==> config.mk <==
export PLATFORM = sky130hd
export DESIGN_NAME = load_extend_ctrl
export DESIGN_NICKNAME = d
export VERILOG_FILES = /design/src/rtl/load_extend_ctrl.sv
export SDC_FILE = /design/constraint.sdc
export NUM_CORES = 1
export LEC_CHECK = 0
export CAP_MARGIN = 5
export CORE_ASPECT_RATIO = 2
export CORE_MARGIN = 5
export CORE_UTILIZATION = 40
export CTS_CLUSTER_DIAMETER = 80
export CTS_CLUSTER_SIZE = 16
export DETAILED_ROUTE_END_ITERATION = 16
export MAX_ROUTING_LAYER = met4
export PLACE_DENSITY = 0.76
export SYNTH_ARGS = -nofsm -noshare
export SYNTH_HDL_FRONTEND = slang
export SYNTH_SLANG_ARGS = --single-unit
==> constraint.sdc <==
create_clock -name clk -period 1.7 [get_ports clk]
set_input_delay 0.34 -clock clk [delete_from_list [all_inputs] [get_ports clk]]
set_output_delay 0.34 -clock clk [all_outputs]
set_load 0.01 [all_outputs]
==> src/rtl/load_extend_ctrl.sv <==
// load_extend_ctrl: takes one load request from the pipeline and issues a word-aligned memory
// read. It then extracts the addressed byte or halfword from the big-endian read word and
// sign- or zero-extends it. Error responses are produced for an illegal size, for a memory
// timeout, and (optionally) for a misaligned access.
//
// Ports:
//   clk, reset                 single clock, synchronous active-high reset
//   req_valid/req_ready        load request handshake; req_ready high only in IDLE
//   req_addr/size/unsigned     byte address, size (00 B, 01 H, 10 W, 11 illegal), zero-extend
//   mem_req/mem_addr           read strobe (held in WAIT_MEM) and word-aligned address
//   mem_ack/mem_rdata          read data return, byte offset 0 in bits [31:24]
//   rsp_valid/rsp_ready        response handshake
//   rsp_data/rsp_err           extended result; rsp_data is 0 when rsp_err is set
//   stall                      high whenever the block is busy (state != IDLE)
//
// Configuration: define LOAD_EXT_MISALIGN_TRAP_EN to turn misaligned halfword/word loads into
// error responses. When it is undefined, the low address bits are ignored for those sizes.
module load_extend_ctrl #(
  parameter int unsigned TIMEOUT_CYCLES = 16  // 1..255
) (
  input  logic        clk,
  input  logic        reset,
  input  logic        req_valid,
  output logic        req_ready,
  input  logic [31:0] req_addr,
  input  logic [1:0]  req_size,
  input  logic        req_unsigned,
  output logic        mem_req,
  output logic [31:0] mem_addr,
  input  logic        mem_ack,
  input  logic [31:0] mem_rdata,
  output logic        rsp_valid,
  input  logic        rsp_ready,
  output logic [31:0] rsp_data,
  output logic        rsp_err,
  output logic        stall
);

  typedef enum logic [1:0] {StIdle = 2'd0, StWaitMem = 2'd1, StResp = 2'd2} state_e;

  localparam logic [7:0] CntLast = 8'(TIMEOUT_CYCLES - 1);

  state_e      state_q, state_d;
  logic [31:0] addr_q, addr_d;
  logic [1:0]  size_q, size_d;
  logic        uns_q, uns_d;
  logic [7:0]  cnt_q, cnt_d;
  logic [31:0] data_q, data_d;
  logic        err_q, err_d;

  logic        misalign;
  logic        req_err;
  logic [7:0]  byte_sel;
  logic [15:0] half_sel;
  logic [31:0] ext_data;

  // Request-time error detection; errors skip the memory access entirely.
  always_comb begin
`ifdef LOAD_EXT_MISALIGN_TRAP_EN
    misalign = ((req_size == 2'b01) && req_addr[0]) ||
               ((req_size == 2'b10) && (req_addr[1:0] != 2'b00));
`else
    misalign = 1'b0;
`endif
    req_err = (req_size == 2'b11) || misalign;
  end

  // Lane selection and extension from the captured request; big-endian byte order.
  always_comb begin
    byte_sel = 8'h00;
    case (addr_q[1:0])
      2'd0:    byte_sel = mem_rdata[31:24];
      2'd1:    byte_sel = mem_rdata[23:16];
      2'd2:    byte_sel = mem_rdata[15:8];
      default: byte_sel = mem_rdata[7:0];
    endcase
    half_sel = addr_q[1] ? mem_rdata[15:0] : mem_rdata[31:16];
    case (size_q)
      2'b00:   ext_data = uns_q ? {24'h0, byte_sel} : {{24{byte_sel[7]}}, byte_sel};
      2'b01:   ext_data = uns_q ? {16'h0, half_sel} : {{16{half_sel[15]}}, half_sel};
      default: ext_data = mem_rdata;
    endcase
  end

  always_comb begin
    state_d = state_q;
    addr_d  = addr_q;
    size_d  = size_q;
    uns_d   = uns_q;
    cnt_d   = cnt_q;
    data_d  = data_q;
    err_d   = err_q;
    unique case (state_q)
      StIdle: begin
        if (req_valid) begin
          addr_d = req_addr;
          size_d = req_size;
          uns_d  = req_unsigned;
          cnt_d  = 8'd0;
          data_d = 32'h0;
          err_d  = req_err;
          state_d = req_err ? StResp : StWaitMem;
        end
      end
      StWaitMem: begin
        // An ack in the expiry cycle still returns data.
        if (mem_ack) begin
          data_d  = ext_data;
          err_d   = 1'b0;
          state_d = StResp;
        end else if (cnt_q == CntLast) begin
          data_d  = 32'h0;
          err_d   = 1'b1;
          state_d = StResp;
        end else begin
          cnt_d = cnt_q + 8'd1;
        end
      end
      StResp: begin
        if (rsp_ready) begin
          data_d  = 32'h0;
          err_d   = 1'b0;
          state_d = StIdle;
        end
      end
      default: state_d = StIdle;
    endcase
  end

  always_ff @(posedge clk) begin
    if (reset) begin
      state_q <= StIdle;
      addr_q  <= 32'h0;
      size_q  <= 2'b00;
      uns_q   <= 1'b0;
      cnt_q   <= 8'd0;
      data_q  <= 32'h0;
      err_q   <= 1'b0;
    end else begin
      state_q <= state_d;
      addr_q  <= addr_d;
      size_q  <= size_d;
      uns_q   <= uns_d;
      cnt_q   <= cnt_d;
      data_q  <= data_d;
      err_q   <= err_d;
    end
  end

  assign req_ready = (state_q == StIdle);
  assign mem_req   = (state_q == StWaitMem);
  assign mem_addr  = {addr_q[31:2], 2'b00};
  assign rsp_valid = (state_q == StResp);
  assign rsp_data  = data_q;
  assign rsp_err   = err_q;
  assign stall     = (state_q != StIdle);

endmodule

==> flow_summary.json <==
{
  "status": "complete, but fails checks",
  "violations": "negative setup slack",
  "worst_setup_path_end_kind": "flip-flop",
  "start_kind": "flip-flop",
  "fin_skew_ns": 0.00833,
  "n_antenna_cell": 0,
  "grt_overflow": 0,
  "core_sq_um": 9380,
  "die_w_microns": 79.2,
  "powerDensity_nw_per_um2": 1360,
  "rows": 50,
  "gp_congestion": 0.895,
  "dpl.hpwl_microns": 8960,
  "worstSetupPathType": "flip-flop to flip-flop",
  "ys.flop_type": "dfxtp_1",
  "antenna_found_initial": 0,
  "synth_xor_area_share_pct": 0.914,
  "timing.fmax_mhz": 579,
  "drive_above_1_share_pct": 18.6,
  "worst-r2r-cell-count": 5,
  "finalInstanceArea_sq_um": 5800,
  "synth-seq-cells": 78,
  "setup_violations": 4,
  "fillCellCount": 798,
  "crit_buf_inv": 1,
  "met2_length_microns": 6840,
  "fin_crit_sh_pct": 102,
  "synthMuxAreaShare_pct": 5.03,
  "crit_fanout": 15,
  "synthAdderAreaFrac_pct": 1.31,
  "cp.depth": 5,
  "clock-sinks": 78,
  "peakVddDrop_uv": 1300,
  "cp_cell_sequence": "or4_4 -> o21ai_4 -> a21oi_4 -> clkbuf_16 -> a32o_1",
  "multi_input_area_sq_um": 1930,
  "drt_wl_total_microns": 11900,
  "final.setup.tns_ns": -0.0847,
  "grtUsageTotal_pct": 19.9,
  "ys_seq_area_share_pct": 40.7,
  "mostFrequentLayoutCells": "clkdlybuf4s50_1, nand2_1, dfxtp_1",
  "seq_area_sq_um": 1570,
  "synth_area_sq_um": 3830,
  "holdWs_ns": 0.431,
  "place_area_sq_um": 5290,
  "synth_edf_count": 0,
  "cts_inserted_buffers": 9,
  "maxCapViolCount": 0,
  "final_cells": 680,
  "synth_top_family_by_area": "compound AO/OA/AOI/OAI gates",
  "worstSkewPairLatency_ns": 0.33,
  "dpl.cell_count": 651,
  "slowest_delay_ns": 0.56,
  "drc": 0,
  "top_layer_used": "met4",
  "nets": 647,
  "finalWorstSetupSlack_ns": -0.0266,
  "layout_commonest_cell": "clkdlybuf4s50_1",
  "portBuffers": 138,
  "timing.final.crit_period_ns": 1.73,
  "wl_met1_microns": 4090,
  "rsz0062_at_grt": "true",
  "firstDrtPassIters": 4,
  "path_delay_family": "simple AND/OR/NAND/NOR gates",
  "maxSlewViolCount": 0,
  "relSlewSlack_pct": 54.8,
  "num_vias": 3587,
  "cp_slowest_cell": "or4_4",
  "met3_length_microns": 489,
  "die_area_sq_um": 11800,
  "fin_util_pct": 61.8,
  "yosys_warnings": 0,
  "wl_per_cell_microns": 17.5,
  "grt_max_degree": 36,
  "ant_nets": 0,
  "synth.avg_cell_area_sq_um": 8.79,
  "synth_cell_type_count": 56,
  "yosys.area_share.simple_pct": 17.3,
  "viasPerCell": 5.28,
  "clk_pin_slew_worst_paths_ns": 0.06,
  "async_reset_ff_share_pct": 0,
  "clk_path_buf_depth": 2,
  "hold_class": "primary input to flip-flop",
  "cts_tree": "built",
  "worstMarginPinSlew_ns": 0.677,
  "required_ns": 1.92,
  "root_buffer": "clkbuf_16",
  "p_leak_uw": 0.00226,
  "grt_first_pass_wirelength_microns": 17700,
  "netlist_instances": 436,
  "area_growth_pct": 51.2,
  "min_path_cells": 4,
  "die_h_microns": 148,
  "initialDrtViolationCount": 138,
  "synth_compound_area_share_pct": 23.5,
  "timing_hold_violations_final": 0,
  "pin_count": 141,
  "start_util_pct": 40.9,
  "cp_data_arrival_time_ns": 1.95,
  "htreeDepth": 3,
  "grt_pass1_vias": 3559
}
[layout make-up]
class | instances | area share [%]
clock inverters | 5 | 1.04
repair buffers | 185 | 31.9
inverters | 6 | 0.432
well taps | 104 | 2.24
flip-flops and latches | 78 | 27.1
clock buffers | 11 | 4.01
multi-input cells | 291 | 33.3
[power by group]
part / internal (uW) / switching (uW)
Combinational: 1770 / 1900
Sequential: 2120 / 181
Clock: 1140 / 755
Total: 5030 / 2840
[per-layer routing]
metal / track usage, % / vias to the layer above
met2: 36.9 / 122
li1: - / 1747
met4: 11.6 / 0
met3: 3.09 / 28
met1: 19.0 / 1690
met5: - / -
[synth_stat cells, drive strengths merged, types with 2 or more instances]
| cell | number | area (sq um) |
|---|---|---|
| clkbuf | 18 | 67.6 |
| buf | 44 | 338 |
| xnor2 | 4 | 35.0 |
| or4 | 2 | 18.8 |
| nand2 | 102 | 383 |
| inv | 6 | 22.5 |
| or3 | 2 | 12.5 |
| a2111oi | 2 | 42.5 |
| ha | 4 | 50.1 |
| nor2 | 12 | 47.6 |
| o21ai | 9 | 56.3 |
| mux2 | 8 | 90.1 |
| nor3 | 4 | 36.3 |
| o2bb2ai | 16 | 203 |
| nand3 | 4 | 20.0 |
| dfxtp | 78 | 1560 |
| o211ai | 2 | 15.0 |
| nand4 | 2 | 12.5 |
| a22o | 7 | 61.3 |
| nand2b | 11 | 68.8 |
| mux2i | 8 | 80.1 |
| nor2b | 3 | 26.3 |
| a32o | 8 | 80.1 |
| a21oi | 61 | 320 |
[worst register-to-register path, stage by stage, from the launching register on]
cell       delay (ns)
dfxtp_2          0.32
or4_4            0.56
o21ai_4          0.21
a21oi_4          0.12
clkbuf_16        0.21
a32o_1           0.21
[flip-flops by register name, summed over array words and instances, names as in the netlist]
signal,count
state_q,2
addr_q,32
cnt_q,8
rsp_err,1
rsp_data,32
size_q,2
uns_q,1
[logic make-up (layout without fill, tap and decap cells)]
family	Yosys count	count (layout)
AOI/OAI and AO/OA	117	117
adders and majority gates	4	4
buffers and inverters	68	207
muxes	17	17
other	1	2
DFF	78	78
xor gates and xnor gates	4	4
and+or+nand+nor	147	147
[per-stage QoR]
stage          worst slack [ns]  power (uW)
2_1_floorplan          0.000256        4480
3_3_place_gp             -0.315        5620
3_5_place_dp             -0.362        5700
4_1_cts                 -0.0232        7650
5_1_grt                 -0.0623        8280
6_report                -0.0266        7870
[what timing repair did]
| item | 4_1_cts | 5_1_grt |
|---|---|---|
| hold buffers | 0 | 0 |
| setup buffers | 2 | 9 |
| pin swaps | 5 | 4 |
| endpoints found under the hold margin | 0 | 0 |
| cloned | 0 | 2 |
| setup endpoints to repair | 26 | 39 |
| gates resized for setup | 6 | 19 |
[path summary, 6_finish.rpt]
| check | startpoint | end | slack (ns) |
|---|---|---|---|
| setup / recovery | cnt_q[7] | rsp_data[10] | -0.03 |
| hold / removal | mem_rdata[7] | rsp_data[7] | 0.43 |
| setup reg to reg | cnt_q[7] | rsp_data[10] | -0.03 |
| hold reg to reg | addr_q[28] | addr_q[28] | 0.45 |
Note: power is estimated with default switching activity, not from simulation.
